===== src/rtl/game_pkg.sv =====
// Shared game_calc definitions: scroll FSM states, default screen/level geometry
// and small arithmetic helpers used by the scroll controller.
package game_pkg;

    typedef enum logic [1:0] {
        IDLE     = 2'd0,
        SCROLL_L = 2'd1,
        SCROLL_R = 2'd2,
        FROZEN   = 2'd3
    } scroll_state_t;

    localparam int DEF_VIEW_W  = 640;
    localparam int DEF_WORLD_W = 1280;
    localparam int DEF_DEAD_L  = 90;
    localparam int DEF_DEAD_R  = 270;

    // Saturating increment used for the scroll acceleration
    function automatic int sat_inc(input int cur, input int lim);
        int res;
        if (cur >= lim) begin
            res = lim;
        end else begin
            res = cur + 32'sd1;
        end
        return res;
    endfunction

endpackage


===== src/rtl/tick_gen.sv =====
// Free-running rate divider: a registered one-cycle tick every DIV+1 clocks.
// Shared by the game_calc rate limiters; it never produces a derived clock.
module tick_gen #(
    parameter int DIV = 4999999
) (
    input  logic sys_clk,
    input  logic sys_rst_n,
    output logic tick
);

    localparam int CW = (DIV > 0) ? $clog2(DIV + 1) : 1;
    localparam logic [CW-1:0] DIV_C = CW'(DIV);

    logic [CW-1:0] cnt_r;
    logic          tick_r;

    // Counter wraps at DIV; the wrap is registered as the tick enable
    always_ff @(posedge sys_clk or negedge sys_rst_n) begin
        if (!sys_rst_n) begin
            cnt_r  <= {CW{1'b0}};
            tick_r <= 1'b0;
        end else if (cnt_r == DIV_C) begin
            cnt_r  <= {CW{1'b0}};
            tick_r <= 1'b1;
        end else begin
            cnt_r  <= cnt_r + CW'(1);
            tick_r <= 1'b0;
        end
    end

    assign tick = tick_r;

endmodule


===== src/rtl/scroll_ctrl.sv =====
// Horizontal camera: follows char_X with a dead zone, accelerating tick-rate
// scrolling, clamp or wrap at the level edges, and frame-start commit of bg_pos.
module scroll_ctrl
    import game_pkg::*;
#(
    parameter int POS_W    = 11,
    parameter int TICK_DIV = 4999999,
    parameter int DEAD_L   = DEF_DEAD_L,
    parameter int DEAD_R   = DEF_DEAD_R,
    parameter int VIEW_W   = DEF_VIEW_W,
    parameter int WORLD_W  = DEF_WORLD_W,
    parameter int MAX_STEP = 4,
    parameter int WRAP_EN  = 0
) (
    input  logic             sys_clk,
    input  logic             sys_rst_n,
    input  logic [POS_W-1:0] char_X,
    input  logic             frame_start,
    input  logic             freeze,
    output logic [POS_W-1:0] bg_pos,
    output logic             scrolling,
    output logic             at_min,
    output logic             at_max
);

    // Two guard bits keep rel and the wrap corrections free of overflow
    localparam int RW     = POS_W + 2;
    localparam int STEP_W = $clog2(MAX_STEP + 1);

    typedef logic signed [RW-1:0] sval_t;

    localparam sval_t ZERO_S    = sval_t'(0);
    localparam sval_t WORLD_S   = sval_t'(WORLD_W);
    localparam sval_t HALF_S    = sval_t'(WORLD_W / 2);
    localparam sval_t DEAD_L_S  = sval_t'(DEAD_L);
    localparam sval_t DEAD_R_S  = sval_t'(DEAD_R);
    localparam sval_t POS_MAX_S = sval_t'(WORLD_W - VIEW_W);

    localparam logic [POS_W-1:0]  POS_MAX_P  = POS_W'(WORLD_W - VIEW_W);
    localparam logic [POS_W-1:0]  POS_ZERO   = {POS_W{1'b0}};
    localparam logic [STEP_W-1:0] STEP_ONE   = STEP_W'(1);
    localparam logic              CLAMP_MODE = (WRAP_EN == 0);

    scroll_state_t     state_r;
    logic [STEP_W-1:0] step_r;
    logic [POS_W-1:0]  pos_next_r;
    logic [POS_W-1:0]  bg_pos_r;
    logic              scrolling_r;
    logic              at_min_r;
    logic              at_max_r;

    logic              tick_s;
    sval_t             char_s;
    sval_t             pos_s;
    sval_t             step_s;
    sval_t             rel_raw_s;
    sval_t             rel_s;
    sval_t             inc_s;
    sval_t             dec_s;
    sval_t             mv_r_s;
    sval_t             mv_l_s;
    logic              in_zone_s;
    logic              go_l_s;
    logic              go_r_s;
    logic [STEP_W-1:0] step_inc_s;

    tick_gen #(
        .DIV (TICK_DIV)
    ) u_tick (
        .sys_clk   (sys_clk),
        .sys_rst_n (sys_rst_n),
        .tick      (tick_s)
    );

    // Distance to the character and candidate positions for both directions
    always_comb begin
        char_s    = sval_t'(char_X);
        pos_s     = sval_t'(pos_next_r);
        step_s    = sval_t'(step_r);
        rel_raw_s = char_s - pos_s;
        inc_s     = pos_s + step_s;
        dec_s     = pos_s - step_s;
        if (WRAP_EN != 0) begin
            // Shortest way round the ring decides direction
            if (rel_raw_s >= HALF_S) begin
                rel_s = rel_raw_s - WORLD_S;
            end else if (rel_raw_s < -HALF_S) begin
                rel_s = rel_raw_s + WORLD_S;
            end else begin
                rel_s = rel_raw_s;
            end
            mv_r_s = (inc_s >= WORLD_S) ? (inc_s - WORLD_S) : inc_s;
            mv_l_s = (dec_s < ZERO_S) ? (dec_s + WORLD_S) : dec_s;
        end else begin
            rel_s  = rel_raw_s;
            mv_r_s = (inc_s > POS_MAX_S) ? POS_MAX_S : inc_s;
            mv_l_s = (dec_s < ZERO_S) ? ZERO_S : dec_s;
        end
        go_l_s     = (rel_s < DEAD_L_S);
        go_r_s     = (rel_s > DEAD_R_S);
        in_zone_s  = !go_l_s && !go_r_s;
        step_inc_s = STEP_W'(sat_inc(int'(step_r), MAX_STEP));
    end

    // Scroll FSM, pending offset, frame commit and status flags
    always_ff @(posedge sys_clk or negedge sys_rst_n) begin
        if (!sys_rst_n) begin
            state_r     <= IDLE;
            step_r      <= STEP_ONE;
            pos_next_r  <= POS_ZERO;
            bg_pos_r    <= POS_ZERO;
            scrolling_r <= 1'b0;
            at_min_r    <= CLAMP_MODE;
            at_max_r    <= 1'b0;
        end else begin
            // Commit sees the pre-tick pos_next, freeze or not
            if (frame_start) begin
                bg_pos_r <= pos_next_r;
            end else begin
                bg_pos_r <= bg_pos_r;
            end
            scrolling_r <= (state_r == SCROLL_L) || (state_r == SCROLL_R);
            at_min_r    <= CLAMP_MODE && (bg_pos_r == POS_ZERO);
            at_max_r    <= CLAMP_MODE && (bg_pos_r == POS_MAX_P);

            if (freeze) begin
                state_r <= FROZEN;
            end else if (state_r == FROZEN) begin
                state_r <= IDLE;
                step_r  <= STEP_ONE;
            end else if (tick_s) begin
                case (state_r)
                    IDLE: begin
                        if (go_l_s) begin
                            state_r <= SCROLL_L;
                        end else if (go_r_s) begin
                            state_r <= SCROLL_R;
                        end else begin
                            state_r <= IDLE;
                        end
                    end
                    SCROLL_L: begin
                        if (in_zone_s) begin
                            state_r <= IDLE;
                            step_r  <= STEP_ONE;
                        end else if (go_r_s) begin
                            state_r <= SCROLL_R;
                            step_r  <= STEP_ONE;
                        end else begin
                            pos_next_r <= POS_W'(mv_l_s);
                            step_r     <= step_inc_s;
                        end
                    end
                    SCROLL_R: begin
                        if (in_zone_s) begin
                            state_r <= IDLE;
                            step_r  <= STEP_ONE;
                        end else if (go_l_s) begin
                            state_r <= SCROLL_L;
                            step_r  <= STEP_ONE;
                        end else begin
                            pos_next_r <= POS_W'(mv_r_s);
                            step_r     <= step_inc_s;
                        end
                    end
                    default: begin
                        state_r <= IDLE;
                        step_r  <= STEP_ONE;
                    end
                endcase
            end else begin
                state_r <= state_r;
            end
        end
    end

    assign bg_pos    = bg_pos_r;
    assign scrolling = scrolling_r;
    assign at_min    = at_min_r;
    assign at_max    = at_max_r;

endmodule

===== config.mk =====
export PLATFORM = sky130hd
export DESIGN_NAME = scroll_ctrl
export DESIGN_NICKNAME = d
export VERILOG_FILES = /design/src/rtl/game_pkg.sv /design/src/rtl/tick_gen.sv /design/src/rtl/scroll_ctrl.sv
export SDC_FILE = /design/constraint.sdc
export NUM_CORES = 1
export LEC_CHECK = 0
export ABC_AREA = 1
export CORE_ASPECT_RATIO = 0.9
export CORE_MARGIN = 1
export CORE_UTILIZATION = 45
export CTS_CLUSTER_SIZE = 14
export DETAILED_ROUTE_END_ITERATION = 12
export HOLD_SLACK_MARGIN = 0.12
export PLACE_DENSITY = 0.72
export SETUP_SLACK_MARGIN = 0.02
export SYNTH_ARGS = -nofsm -noshare
export SYNTH_HDL_FRONTEND = slang
export SYNTH_HIERARCHICAL = 1
export SYNTH_SLANG_ARGS = --single-unit

===== constraint.sdc =====
create_clock -name sys_clk -period 4.5 [get_ports sys_clk]
set_input_delay 0.9 -clock sys_clk [delete_from_list [all_inputs] [get_ports sys_clk]]
set_output_delay 0.9 -clock sys_clk [all_outputs]
set_load 0.01 [all_outputs]

==> flow_summary.json, run 1 <==
{
  "status": "complete, no violations",
  "worstMarginPinSlew_ns": 0.6480,
  "h-tree-depth": 2,
  "synth_mux_area_frac": 0,
  "rsz0062_at_grt": "false",
  "power_density_nw_per_um2": 287.2,
  "antenna_found_initial": 0,
  "worst-path-max-fanout": 12,
  "synthTopCellsByArea": "dfrtp_1 29%, nand2_1 17%, inv_1 7.7%",
  "dr.pass1.iters": 5,
  "synthCells": 672,
  "hold_path.class": "input pin to async pin",
  "postRouteAntennaNets": 0,
  "synth_top_family_by_area": "simple AND/OR/NAND/NOR gates",
  "clock_latency_ns": 0.32,
  "wl_um": 10350,
  "die_y_um": 95.95,
  "track_usage": 0.2152,
  "cap_viol_max_count": 0,
  "period_minus_slack_ns": 3.399,
  "yosys.area_share.simple": 0.4168,
  "core_um2": 9331,
  "ys_ff_latch": 54,
  "p_leak_nw": 2.516,
  "rows": 33,
  "criticalPathCategory": "input pin to flip-flop",
  "required_ns": 4.76,
  "cts_tree": "done",
  "clockBufferDepth": 2,
  "postCtsHoldBufs": 0,
  "cp-end-kind": "flip-flop",
  "n_antenna_cell": 0,
  "synth_area_um2": 4413,
  "wire_per_inst_um": 12.61,
  "synth_nets": 715,
  "grt_max_degree": 42,
  "synthFlopType": "dfrtp_1",
  "gp_congestion": 0.9666,
  "synth-compound-area-share": 0.05642,
  "grt_first_pass_wirelength_um": 17840,
  "setup_violations": 0,
  "ctsResizeCount": 0,
  "cts_sinks": 54,
  "drcViolationCount": 0,
  "fmax_mhz": 294.2,
  "port_buffers": 28,
  "clockRootBuffer": "clkbuf_8",
  "clk_pin_slew_worst_paths_ns": 0.10,
  "grt-ovfl-total": 0,
  "period_share": 0.7553,
  "ir_drop_uv": 181.3,
  "p_total_w": 0.001412,
  "maxSlewHeadroom": 0.5667,
  "synth-adder-area-share": 0.08449,
  "ys_types": 36,
  "async_flop_share": 1.000,
  "drive_above_1_share": 0.06152,
  "first_global_vias": 4009,
  "hold_viol": 0,
  "crit_arrival_ns": 3.66,
  "setup_tns_ns": 0,
  "hpwl_um": 8219,
  "critPathLaunchType": "input pin",
  "die_w_um": 106.4,
  "drt_first_iter_violations": 296,
  "cts_inserted_buffers": 5,
  "area_growth_syn_to_layout_pct": 11.40,
  "synth_xor_area_frac": 0.04168,
  "synth.avg_cell_area_um2": 6.567,
  "fin_util": 0.5268,
  "yosys_warnings": 6,
  "nNetsFinal": 741,
  "start_util": 0.4729,
  "yosysTopAreaCell": "dfrtp_1",
  "cts_setup_buffers": 0,
  "fin_skew_ns": 0.01269,
  "seq_area_frac_synth": 0.3068,
  "dieArea_um2": 10210,
  "worst_slack_ns": 1.101,
  "viasPerCell": 5.195,
  "io_pins": 29,
  "vias": 4265,
  "place_ws_ns": 0.7649,
  "synth_top_area_frac": 0.2949,
  "slew_violations": 0,
  "synth_edf_count": 0
}
worst max-delay path: stages:
cell	delay [ns]
clkdlybuf4s50_1	0.40
inv_1	0.06
ha_1	0.13
inv_1	0.08
fa_1	0.42
nand2_1	0.08
nand2_1	0.10
nand3_1	0.10
nand2_1	0.05
nand2_1	0.06
nand2_1	0.06
nor2_1	0.14
nand2_1	0.06
nor2_1	0.08
nand2_1	0.07
nand3_2	0.15
nand2_4	0.09
o21ai_2	0.07
nand2_2	0.17
nand2_2	0.23
nand2_1	0.08
nand2_1	0.06
placed cells by master, fill, tap and decap left out, drive strengths merged, types with 2 or more instances in the layout:
| master | instances |
|---|---|
| dfrtp | 52 |
| clkbuf | 5 |
| buf | 3 |
| xor2 | 17 |
| a21oi | 21 |
| nor4 | 2 |
| o21bai | 2 |
| nand3b | 5 |
| fa | 3 |
| nor3 | 10 |
| or2 | 2 |
| xnor2 | 4 |
| nand3 | 71 |
| nor2 | 99 |
| inv | 96 |
| nand2 | 213 |
| nand4 | 16 |
| ha | 25 |
| o22ai | 2 |
| dfstp | 2 |
| a31oi | 2 |
| o21ai | 16 |
| clkdlybuf4s50 | 27 |
sequential cells by signal (all words and copies together), names as in the netlist:
signal / count
u_tick/cnt_r: 23
pos_next_r: 11
at_min: 1
at_max: 1
u_tick/tick: 1
scrolling: 1
state_r: 2
step_r: 3
bg_pos: 11
synth_stat cells (all sizes together), types with 3 or more instances:
library cell and count:
a21oi 21, buf 5, dfrtp 52, fa 3, nand2 213, nand3b 5, nor3 10, xor2 17
inv 95, nand3 71, o21ai 16, xnor2 4, clkbuf 6, nor2 99, nand4 16, ha 25
layer usage:
layer / share of wire / track usage / up-vias
met1: 0.48 / 0.2872 / 1947
met2: 0.46 / 0.3755 / 131
met3: 0.052 / 0.02437 / 20
li1: - / - / 2167
met4: 0.015 / 0.04977 / 0
met5: 0 / 0 / -
area by class of cell:
class	count	area [um^2]
clock buffer	5	68.82
clock inverter	3	48.80
fill	935	4415
inverter	95	356.6
multi-input combinational	512	2645
sequential	54	1354
tap	122	152.6
timing repair buffer	30	290.3
logic make-up after synthesis:
group | after synthesis
adder cells (fa/ha/maj) | 28
buffers and inverters | 106
flip-flops | 54
AND/OR/NAND/NOR | 418
XOR/XNOR | 21
AO/OA/AOI/OAI | 45
metrics by stage:
| stage | std cells | hold slack [ns] | instance area (um^2) |
|---|---|---|---|
| 2_1_floorplan | 672 | 0.4839 | 4413 |
| 3_3_place_gp | 813 | 0.5151 | 4798 |
| 3_5_place_dp | 813 | 0.5121 | 4798 |
| 4_1_cts | 821 | 0.4976 | 4916 |
| 5_1_grt | 821 | 0.5084 | 4916 |
| 6_report | 821 | 0.4814 | 4916 |
path summary, 6_finish.rpt:
check                      slack, ns           from       endpoint  cells past startpoint
setup / recovery                1.10      char_X[0]  pos_next_r[6]                     22
hold / removal                  0.48      sys_rst_n  pos_next_r[6]                      1
setup reg to reg                1.42  pos_next_r[3]  pos_next_r[6]                     20
hold reg to reg                 0.53      bg_pos[6]         at_min                      3
max in group asynchronous       3.18      sys_rst_n         at_min                      2
min in group sys_clk            0.53      bg_pos[6]         at_min                      3
power breakdown:
group          internal [W]  switching [W]
combinational      0.000184       0.000341
clock              0.000170       0.000173
sequential         0.000518      0.0000274
total              0.000871       0.000541
Power figures use the tool's default switching activity.
==> run 2, diff against run 1 <==
clock period = 3.3 ns   (was 4.5 ns; I/O delays follow)
==> flow_summary.json, run 2 (synthesis gave the netlist of run 1 again) <==
{
  "worst_slack_ns": 0.2727,
  "criticalPathCategory": "input pin to flip-flop",
  "core_um2": 9331,
  "fin_skew_ns": 0.006084,
  "rows": 33,
  "seq_power_share": 0.384,
  "critPathLaunchType": "input pin",
  "viasPerCell": 5.189,
  "grt_max_degree": 33,
  "cp_slowest_cell": "clkdlybuf4s50_1",
  "fillers": 930,
  "grt_first_pass_wirelength_um": 18110,
  "switching_share": 0.3790,
  "worst-path-max-fanout": 11,
  "layout_common_cells": "205 x nand2_1, 91 x nor2_1, 91 x inv_1, 67 x nand3_1, 52 x dfrtp_1",
  "final_common_cell": "nand2_1",
  "switchingPower_w": 0.0007355,
  "ctsResizeCount": 0,
  "first_global_vias": 4095,
  "nNetsFinal": 747,
  "drt_first_iter_violations": 206,
  "worstReg2RegStart": "pos_next_r[3]",
  "grt-ovfl-total": 0,
  "crit_family": "simple AND/OR/NAND/NOR gates",
  "cts_sinks": 54,
  "rsz0062_at_grt": "false",
  "hold_path.class": "input pin to async pin",
  "status": "complete, no violations",
  "worstMarginPinSlew_ns": 0.6287,
  "cp_num_buf_inv": 3,
  "path_common_cell": "nand2_1",
  "layout.cells.non_filler": 827,
  "drive_above_1_share": 0.06950,
  "largest_reg_flops": 23,
  "power_density_nw_per_um2": 390.5,
  "period_share": 0.9174,
  "ir_drop_uv": 207.2,
  "track_usage": 0.2219,
  "wl_um": 10370,
  "io_pins": 29,
  "dieArea_um2": 10210,
  "slew_violations": 0,
  "die_w_um": 106.4,
  "p_total_w": 0.001941,
  "max_stage_delay_ns": 0.41,
  "r2r_slack_ns": 0.36,
  "start_util": 0.4729,
  "place_ws_ns": -0.04821,
  "p_leak_nw": 2.544,
  "postCtsHoldBufs": 0,
  "port_buffers": 28,
  "pwr-share-clk": 0.234,
  "clockRootBuffer": "clkbuf_8",
  "hpwl_um": 8321,
  "clock_latency_ns": 0.31,
  "period_minus_slack_ns": 3.027,
  "crit_chain": "clkdlybuf4s50_1 > ha_1 > nand2_1 > nand2_1 > inv_2 > nand2_2 > nand2_1 > nand2_1 > nand2_1 > nand2_1 > nand3_1 > nor2_1 > nand2_1 > nand2_1 > inv_2 > nand2_4 > o21ai_2 > nand2_2 > nand2_2 > nand2_1 > nand2_1",
  "rr_worst_depth": 19,
  "wire_per_inst_um": 12.54,
  "area_growth_syn_to_layout_pct": 12.62,
  "cts_setup_buffers": 0,
  "die_y_um": 95.95,
  "drcViolationCount": 0,
  "required_ns": 3.51,
  "dp.cells": 819,
  "cp-end-kind": "flip-flop",
  "clk_pin_slew_worst_paths_ns": 0.10,
  "crit_arrival_ns": 3.24,
  "p_int_w": 0.001205,
  "cts_tree": "done",
  "antenna_found_initial": 0,
  "vias": 4291,
  "clockBufferDepth": 2,
  "setup_violations": 0,
  "multiInputGateArea_um2": 2645,
  "regMostFlops": "u_tick/cnt_r",
  "cts_inserted_buffers": 5,
  "fmax_mhz": 330.3,
  "postRouteAntennaNets": 0,
  "h-tree-depth": 2,
  "r2r-end": "pos_next_r[0]",
  "gp_congestion": 0.9501,
  "power.share.combinational": 0.382,
  "maxSlewHeadroom": 0.5796,
  "cap_viol_max_count": 0,
  "ff_latch_area_um2": 1354,
  "n_antenna_cell": 0,
  "dr.pass1.iters": 5,
  "hold_viol": 0
}
-- run 2: stage by stage --
stage | hold slack [ns] | instance area (um^2) | util | setup TNS, ns
global route | 0.3626 | 4970 | 0.5326 | 0
finish | 0.3248 | 4970 | 0.5326 | 0
global placement | 0.5121 | 4856 | 0.5204 | 0
floorplan | 0.3644 | 4413 | - | 0
detailed placement | 0.5203 | 4856 | 0.5204 | -0.3779
CTS | 0.3403 | 4970 | 0.5326 | 0
-- run 2: how the worst max path moves through the flow --
stage / startpoint / slack (ns) / to / cells past startpoint
3_3_place_gp: char_X[5] / 0.07 / pos_next_r[9] / 18
2_1_floorplan: char_X[0] / 0.57 / pos_next_r[9] / 21
4_1_cts: char_X[0] / 0.29 / pos_next_r[0] / 21
5_1_grt: char_X[0] / 0.04 / state_r[1] / 22
6_report: char_X[2] / 0.27 / pos_next_r[0] / 21
3_5_place_dp: char_X[0] / -0.05 / pos_next_r[0] / 21
-- run 2: power by group through the flow --
stage | logic (W) | registers, W | clock network [W]
after floorplan | 0.000515 | 0.000753 | 0
after global placement | 0.000710 | 0.000754 | 0
after detailed placement | 0.000731 | 0.000758 | 0
after CTS | 0.000736 | 0.000746 | 0.000467
after global routing | 0.000841 | 0.000751 | 0.000495
final | 0.000742 | 0.000745 | 0.000454
-- run 2: layout make-up --
class / count / share of cell area
flip-flops and latches: 54 / 0.2724
multi-input cells: 512 / 0.5322
inverters: 95 / 0.07175
repair buffers: 36 / 0.06999
clock inverters: 3 / 0.009063
clock buffers: 5 / 0.01385
well taps: 122 / 0.03071
-- run 2: metal layers --
metal | share of wire | vias up | GRT usage
met5 | 0 | - | 0
met4 | 0.017 | 0 | 0.06713
met3 | 0.047 | 21 | 0.02979
met2 | 0.46 | 121 | 0.3837
met1 | 0.48 | 1971 | 0.2907
li1 | - | 2178 | -
